`src/rtl/pill_fill_seq.sv`:
```
// Pill-bottling sequencer: counts hopper pill pulses into bottles against BCD
// targets, times conveyor changeover, and escalates faults or e-stop to FATAL.
module pill_fill_seq #(
  parameter int PILL_DIGITS   = 3,
  parameter int BOTTLE_DIGITS = 2,
  parameter int TICK_DIV      = 1000,
  parameter int HOPPER_TO_S   = 3,
  parameter int SWITCH_S      = 2,
  parameter int ERR_LIMIT     = 3
) (
  input  logic                       clk_1khz,
  input  logic                       clr,
  input  logic                       start,
  input  logic                       ack,
  input  logic                       estop,
  input  logic                       pill_in,
  input  logic                       conveyor_ok,
  input  logic [4*PILL_DIGITS-1:0]   tgt_pills,
  input  logic [4*BOTTLE_DIGITS-1:0] tgt_bottles,
  output logic [4*PILL_DIGITS-1:0]   cnt_pills,
  output logic [4*BOTTLE_DIGITS-1:0] cnt_bottles,
  output logic [2:0]                 state,
  output logic [1:0]                 err_code,
  output logic                       fill_en,
  output logic                       conv_run,
  output logic [1:0]                 beep_mode
);

  localparam int PW      = 4*PILL_DIGITS;
  localparam int BW      = 4*BOTTLE_DIGITS;
  localparam int TMR_MAX = (HOPPER_TO_S > SWITCH_S) ? HOPPER_TO_S : SWITCH_S;
  localparam int TMR_W   = $clog2(TMR_MAX + 1);
  localparam int DIV_W   = (TICK_DIV > 1) ? $clog2(TICK_DIV) : 1;

  typedef enum logic [2:0] {
    S_SETTING   = 3'd0,
    S_RUNNING   = 3'd1,
    S_SWITCHING = 3'd2,
    S_DONE      = 3'd3,
    S_ERROR     = 3'd4,
    S_FATAL     = 3'd5
  } state_t;

  state_t           st;
  logic [PW-1:0]    tgt_p_q;
  logic [BW-1:0]    tgt_b_q;
  logic [3:0]       fault_cnt;
  logic [TMR_W-1:0] timer;
  logic [DIV_W-1:0] div_cnt;
  logic             pill_q;

  logic             pill_edge, tick, expire, fault_hit;
  logic [4:0]       fault_next;
  logic [PW-1:0]    pills_inc;
  logic [BW-1:0]    bottles_inc;
  logic             pills_full, bottles_full;

  // BCD increment with per-digit carry
  function automatic logic [PW-1:0] pills_inc_f(input logic [PW-1:0] v);
    logic [PW-1:0] r;
    logic          carry;
    r = v;
    carry = 1'b1;
    for (int i = 0; i < PILL_DIGITS; i++) begin
      if (carry) begin
        if (v[4*i +: 4] == 4'd9) r[4*i +: 4] = 4'd0;
        else begin
          r[4*i +: 4] = v[4*i +: 4] + 4'd1;
          carry = 1'b0;
        end
      end
    end
    return r;
  endfunction

  function automatic logic [BW-1:0] bottles_inc_f(input logic [BW-1:0] v);
    logic [BW-1:0] r;
    logic          carry;
    r = v;
    carry = 1'b1;
    for (int i = 0; i < BOTTLE_DIGITS; i++) begin
      if (carry) begin
        if (v[4*i +: 4] == 4'd9) r[4*i +: 4] = 4'd0;
        else begin
          r[4*i +: 4] = v[4*i +: 4] + 4'd1;
          carry = 1'b0;
        end
      end
    end
    return r;
  endfunction

  // A target is usable when nonzero and every digit is a decimal digit
  function automatic logic pills_ok_f(input logic [PW-1:0] v);
    logic ok;
    ok = (v != '0);
    for (int i = 0; i < PILL_DIGITS; i++)
      if (v[4*i +: 4] > 4'd9) ok = 1'b0;
    return ok;
  endfunction

  function automatic logic bottles_ok_f(input logic [BW-1:0] v);
    logic ok;
    ok = (v != '0);
    for (int i = 0; i < BOTTLE_DIGITS; i++)
      if (v[4*i +: 4] > 4'd9) ok = 1'b0;
    return ok;
  endfunction

  assign pill_edge    = pill_in & ~pill_q;
  assign tick         = (div_cnt == DIV_W'(TICK_DIV - 1));
  assign expire       = tick && (timer <= TMR_W'(1));
  assign fault_next   = {1'b0, fault_cnt} + 5'd1;
  assign fault_hit    = (fault_next >= 5'(ERR_LIMIT));
  assign pills_inc    = pills_inc_f(cnt_pills);
  assign bottles_inc  = bottles_inc_f(cnt_bottles);
  assign pills_full   = (pills_inc == tgt_p_q);
  assign bottles_full = (bottles_inc == tgt_b_q);
  assign state        = st;
  assign fill_en      = (st == S_RUNNING);
  assign conv_run     = (st == S_SWITCHING);

  // Beeper pattern follows the current state
  always_comb begin
    beep_mode = 2'd0;
    case (st)
      S_DONE:  beep_mode = 2'd1;
      S_ERROR: beep_mode = 2'd2;
      S_FATAL: beep_mode = 2'd3;
      default: beep_mode = 2'd0;
    endcase
  end

  // Sequencer: second divider, shared timer, counts and state transitions
  always_ff @(posedge clk_1khz) begin
    if (clr) begin
      st          <= S_SETTING;
      cnt_pills   <= '0;
      cnt_bottles <= '0;
      err_code    <= 2'd0;
      fault_cnt   <= 4'd0;
      timer       <= '0;
      div_cnt     <= '0;
      pill_q      <= 1'b1;
      tgt_p_q     <= '0;
      tgt_b_q     <= '0;
    end else begin
      pill_q  <= pill_in;
      div_cnt <= tick ? '0 : div_cnt + DIV_W'(1);
      if (tick && timer != '0) timer <= timer - TMR_W'(1);

      if (st != S_SETTING && estop) begin
        st       <= S_FATAL;
        err_code <= 2'd3;
      end else begin
        case (st)
          S_SETTING: begin
            if (start && pills_ok_f(tgt_pills) && bottles_ok_f(tgt_bottles)) begin
              st          <= S_RUNNING;
              tgt_p_q     <= tgt_pills;
              tgt_b_q     <= tgt_bottles;
              cnt_pills   <= '0;
              cnt_bottles <= '0;
              fault_cnt   <= 4'd0;
              timer       <= TMR_W'(HOPPER_TO_S);
              div_cnt     <= '0;
            end
          end
          // A starved hopper recovers through the same counting path as RUNNING
          S_RUNNING, S_ERROR: begin
            if (pill_edge && (st == S_RUNNING || err_code == 2'd1)) begin
              cnt_pills <= pills_inc;
              err_code  <= 2'd0;
              timer     <= TMR_W'(HOPPER_TO_S);
              div_cnt   <= '0;
              st        <= S_RUNNING;
              if (pills_full) begin
                cnt_bottles <= bottles_inc;
                fault_cnt   <= 4'd0;
                if (bottles_full) st <= S_DONE;
                else begin
                  st    <= S_SWITCHING;
                  timer <= TMR_W'(SWITCH_S);
                end
              end
            end else if (st == S_RUNNING && expire) begin
              fault_cnt <= fault_next[3:0];
              if (fault_hit) begin
                st       <= S_FATAL;
                err_code <= 2'd3;
              end else begin
                st       <= S_ERROR;
                err_code <= 2'd1;
              end
            end else if (st == S_ERROR && err_code == 2'd2 && conveyor_ok) begin
              st        <= S_RUNNING;
              err_code  <= 2'd0;
              cnt_pills <= '0;
              timer     <= TMR_W'(HOPPER_TO_S);
              div_cnt   <= '0;
            end
          end
          S_SWITCHING: begin
            if (expire) begin
              if (conveyor_ok) begin
                st        <= S_RUNNING;
                cnt_pills <= '0;
                timer     <= TMR_W'(HOPPER_TO_S);
                div_cnt   <= '0;
              end else begin
                fault_cnt <= fault_next[3:0];
                if (fault_hit) begin
                  st       <= S_FATAL;
                  err_code <= 2'd3;
                end else begin
                  st       <= S_ERROR;
                  err_code <= 2'd2;
                end
              end
            end
          end
          S_DONE: begin
            if (ack) st <= S_SETTING;
          end
          S_FATAL: begin
            if (ack) begin
              st       <= S_SETTING;
              err_code <= 2'd0;
            end
          end
          default: st <= S_SETTING;
        endcase
      end
    end
  end

endmodule
```
`config.mk`:
```
export PLATFORM = sky130hd
export DESIGN_NAME = pill_fill_seq
export DESIGN_NICKNAME = d
export VERILOG_FILES = /design/src/rtl/pill_fill_seq.sv
export SDC_FILE = /design/constraint.sdc
export NUM_CORES = 1
export LEC_CHECK = 0
export CORE_ASPECT_RATIO = 0.9
export CORE_MARGIN = 2
export CORE_UTILIZATION = 34
export DETAILED_ROUTE_END_ITERATION = 12
export GPL_ROUTABILITY_DRIVEN = 0
export SYNTH_ARGS = -nofsm -noshare
export SYNTH_HDL_FRONTEND = slang
export SYNTH_SLANG_ARGS = --single-unit
```
`constraint.sdc`:
```
create_clock -name clk_1khz -period 9.01 [get_ports clk_1khz]
set_clock_uncertainty 0.05 [all_clocks]
set_input_delay 2.703 -clock clk_1khz [delete_from_list [all_inputs] [get_ports clk_1khz]]
set_output_delay 2.703 -clock clk_1khz [all_outputs]
set_load 0.02 [all_outputs]
```
Yosys cells after proc, flatten, opt, wreduce, memory -nomap -nowiden --
Cells that the tools add are included.
Operators by class: $add $sub $neg 8, $lt $le $gt $ge 7, equality and inequality tests 33, mux-type cells 84, bitwise operators 3, reductions and logical operators 28
Operator list (number):
- $mux 10 | 8
- $mux 12 | 6
- $mux 4 | 14
- $pmux 12 s3 | 1
- $mux 2 | 17
- $pmux 10 s3 | 1
- $mux 3 | 8
- $mux 8 | 3
- $add 4x1->4 const B | 5
- $eq 4x4->1 const B | 5
- $gt 4x4->1 const B | 5
- $mux 1 | 20
- $ne 3x3->1 const B | 6
- $pmux 2 s3 | 3
- $pmux 8 s2 | 1
- $reduce_and 7->1 | 2
- $eq 12x12->1 | 1
- $pmux 3 s4 | 1
- $pmux 4 s3 | 1
- $reduce_bool 12->1 | 1
- $add 10x1->10 const B | 1
- $eq 10x10->1 const B | 1
- $ne 2x2->1 const B | 5
- $reduce_and 5->1 | 2
- 27 further kinds | 45
Storage, ports and cells: bits in registers 62, input bits 27, output and inout bits 29, logic and storage cells 174

Longest topological paths before layout --
depth in word-level cells 12, gate-level depth with buffers 11

Least setup slack after synthesis --
Ideal clock, no wire load.
path kind input port to flip-flop, from input tgt_bottles[1], to register cnt_pills[7], arrival 4.452 ns, data required time 8.890 ns, path slack 4.438 ns, stages on the path 8, path buffers 1, cell sequence o21ai_0 o211a_1 or4b_2 o221ai_1 nand2_1 clkbuf_1 a211o_1 a21oi_1
On the way: word-level cells in the longest chain between the ends 9, elaborated cells on any way between the ends 10, classes of those cells order compare (1); eq/ne (1); mux (5); reduce/logical (3)
RTL lines:
- from (decl) | line 19 | input logic [4*BOTTLE_DIGITS-1:0] tgt_bottles,
- $gt 4x4->1 or $reduce_bool 8->1 (tied branches) | line 106, 104
- $mux 1 (*) (2 in series) | line 106 | if (v[4*i +: 4] > 4'd9) ok = 1'b0;
- $mux 1 (*) | line 156 | case (st)
- $mux 1 (*) | line 152 | if (st != S_SETTING && estop) begin
- $mux 1 (*) | line 136 | if (clr) begin
- $logic_and 1x1->1 (*) | line 158 | if (start && pills_ok_f(tgt_pills) && bottles_ok_f(tgt_bottles)) begin
- $ne 2x2->1 (no line) (*)
- $reduce_and 7->1 (no line) (*)
- to (signal assigned) | line 172 | cnt_pills <= pills_inc;
- to (decl) | line 20 | output logic [4*PILL_DIGITS-1:0] cnt_pills,
Mark *: on every way between the ends. The rest lies on a longest branch, timed or not. The select of a mux whose other input is x is not followed. A chain may end at the register's enable or synchronous reset.

Final worst setup path --
from input tgt_bottles[2], to register cnt_pills[3]
Same word-level chain as after synthesis.

==> flow_summary.toml <==
[timing]
grt_setup_unrepaired = "false"
timing_worst_slew_pin_value_ns = 0.7392
timing_max_transition_violations_final = 0
fraction_of_the_cycle_the_final_worst_path_needs = 0.5948
achievable_freq_ghz = 0.1866
total_setup_violations_reported_at_the_end_of_the_flow = 0
fin_tns_setup_ns = 0
fin_ws_ns = 3.651
slew_headroom = 0.5050
finalHoldViolations = 0
period_needed_ns = 5.359

[synth]
synth_async_sr_flop_share = 0
synth_cell_types = 71
post_synth.cell_area_avg_um2 = 7.634
post-synth-top-area-cell = "sky130_fd_sc_hd__dfxtp_1"
synth-seq-cells = 62
synthesis.nets = 560
most_repeated_cell_in_the_gate_level_netlist_after_synthesis = "sky130_fd_sc_hd__nand2_1"
ys_dominant_reg_cell = "sky130_fd_sc_hd__dfxtp_1"
synthTopCellsByArea = "sky130_fd_sc_hd__dfxtp_1, sky130_fd_sc_hd__nand2_1, sky130_fd_sc_hd__a21oi_1, sky130_fd_sc_hd__nor2_1, sky130_fd_sc_hd__o21ai_0"
syn_inst = 522
synth_top_cell_area_share = 0.3115
mappedNetlistArea_um2 = 3985
yosys_warnings = 0
netlist_top_cells_count = "sky130_fd_sc_hd__nand2_1, sky130_fd_sc_hd__dfxtp_1, sky130_fd_sc_hd__a21oi_1"
synth-edff-count = 0
synth_seq_area_share = 0.3115

[global_route]
combined_global_route_utilization_of_all_metal_layers = 0.1824
grt_start_max_net_pins = 49
grt_pass1_wl_mm = 18.65
grt.overflow.total = 0
grt_pass1_vias = 3689
grt_antenna_before_repair = 0

[setup_path]
cp-start-kind = "input pin"
worst-path-max-fanout = 21
cp-end-kind = "flop"
timing_worst_setup_path_type = "input pin to flop"
timing.critical_path.required_ns = 9.20
worstPathArrival_ns = 5.55

[cells_and_area]
filler_cell_count = 1161
final_nets = 603
post_route_cells_drive_above_1_share = 0.06140
antenna-diode-count = 0
areaGrowthSynthToFinish_pct = 23.92

[drt]
post_drt_via_cell_ratio = 5.442
detail_route.wl_per_cell_um = 15.50
drt_pass1_iterations = 4
remaining_drc_errors = 0
drt_iter0_markers = 276
finalWirelength_mm = 11.26
route.vias.total = 3951
post_detailed_route_count_of_antenna_violating_nets = 0

[die]
std_cell_rows = 37
starting_density = 0.3485
dieHeight_um = 106.7
die_wd_um = 118.1
ioPinCount = 56
core_region_area_um2 = 11430
die_area_um2 = 12600

[pwr]
p_sw_uw = 280.0
totalPowerFinal_uw = 873.9
pwr_density_cell_nw_per_um2 = 176.9
combPwrFrac = 0.231
worst_ir_drop_vdd_uv = 84.46
power_frac_clock = 0.405
p_int_uw = 593.9
swShare = 0.3204
seqPwrFrac = 0.363
p_leak_uw = 0.001786

[job]
cap_viol_max_count = 0

[clock_network]
postCtsSetupRepairBufs = 0
cts.sinks = 62
cts-hold-fix-buffers = 0
buffer_levels_on_the_longest_clock_path = 2
cts_repair_resize_count = 0
clkLatencyLatePin_ns = 0.33
htreeDepth = 3
tritoncts = "done"
cts_root_buf = "sky130_fd_sc_hd__clkbuf_16"
cts.reportedPaths.clkPinSlew_ns = 0.06
cts_inserted_buffers = 9

[place]
place.port_buffers = 55
detailedPlace.worstSlack_ns = 3.332
post-dp-hpwl_mm = 8.329

[status]
run_status = "complete, no violations"

[min_path]
min_path_type = "flop to flop"
registers in the layout (all words and copies together) (netlist names), 2 cells and up:
register and flops:
err_code 2, cnt_bottles 8, cnt_pills 12, div_cnt 10
tgt_b_q 8, tgt_p_q 12, state 3, timer 2
fault_cnt 4
worst paths after layout:
| check | startpoint | slack, ns | cells after the start | endpoint |
|---|---|---|---|---|
| min reg2reg | tgt_p_q[6] | 0.41 | 2 | tgt_p_q[6] |
| min | tgt_p_q[6] | 0.41 | 2 | tgt_p_q[6] |
| max reg2reg | cnt_pills[0] | 4.68 | 8 | fault_cnt[3] |
| max | tgt_bottles[2] | 3.65 | 9 | cnt_pills[3] |
critical path, cell delays in order:
cell and delay (ns):
sky130_fd_sc_hd__clkdlybuf4s50_1 0.46, sky130_fd_sc_hd__o21ai_0 0.20, sky130_fd_sc_hd__o211a_1 0.25, sky130_fd_sc_hd__or4b_2 0.86
sky130_fd_sc_hd__o221ai_1 0.25, sky130_fd_sc_hd__nand2_1 0.31, sky130_fd_sc_hd__o21ai_0 0.24, sky130_fd_sc_hd__a22oi_1 0.09
sky130_fd_sc_hd__o31ai_1 0.20
power by group through the flow:
stage               sequential (uW)  combinational [uW]  clock [uW]
floorplan                       316                 136           0
global placement                322                 199           0
detailed placement              323                 202           0
CTS                             317                 203         361
global route                    320                 227         373
finish                          317                 202         354
cell families after synthesis:
kind of cell	synth area share
compound gates	0.2449
xor+xnor	0.05275
fa+ha+maj	0.03454
buf+inv	0.04929
flops	0.3115
mux	0.02323
simple gates	0.2838
layout by cell type, fill, tap and decap left out, drive strengths merged, types with 14 or more instances in the layout:
cell	instances
nand2	70
xor2	14
inv	26
nor2	46
clkdlybuf4s50	55
o21ai	35
nand3	18
a21oi	48
dfxtp	62
area by class of cell:
| type | count | area (um2) | area share |
|---|---|---|---|
| clock buffer | 10 | 239.0 | 0.04839 |
| clock inverter | 6 | 67.56 | 0.01368 |
| inverter | 24 | 90.09 | 0.01824 |
| multi-input combinational | 412 | 2547 | 0.5158 |
| sequential | 62 | 1241 | 0.2513 |
| tap | 156 | 195.2 | 0.03952 |
| timing repair buffer | 56 | 558.0 | 0.1130 |
per-stage QoR:
step	area (um2)	hold slack, ns	util	instances
after CTS	4938	0.4125	0.4319	726
after floorplan	3985	0.3802	-	522
after global placement	4632	0.3956	0.4051	710
final	4938	0.4123	0.4319	726
after detailed placement	4632	0.4034	0.4051	710
after global routing	4938	0.4247	0.4319	726
layer usage:
metal / global-route usage / routed length (um)
met1: 0.2414 / 5286
met2: 0.2960 / 5185
met3: 0.03617 / 609
met4: 0.06454 / 174
met5: 0 / 0
Note: power is estimated with default switching activity, not from simulation.
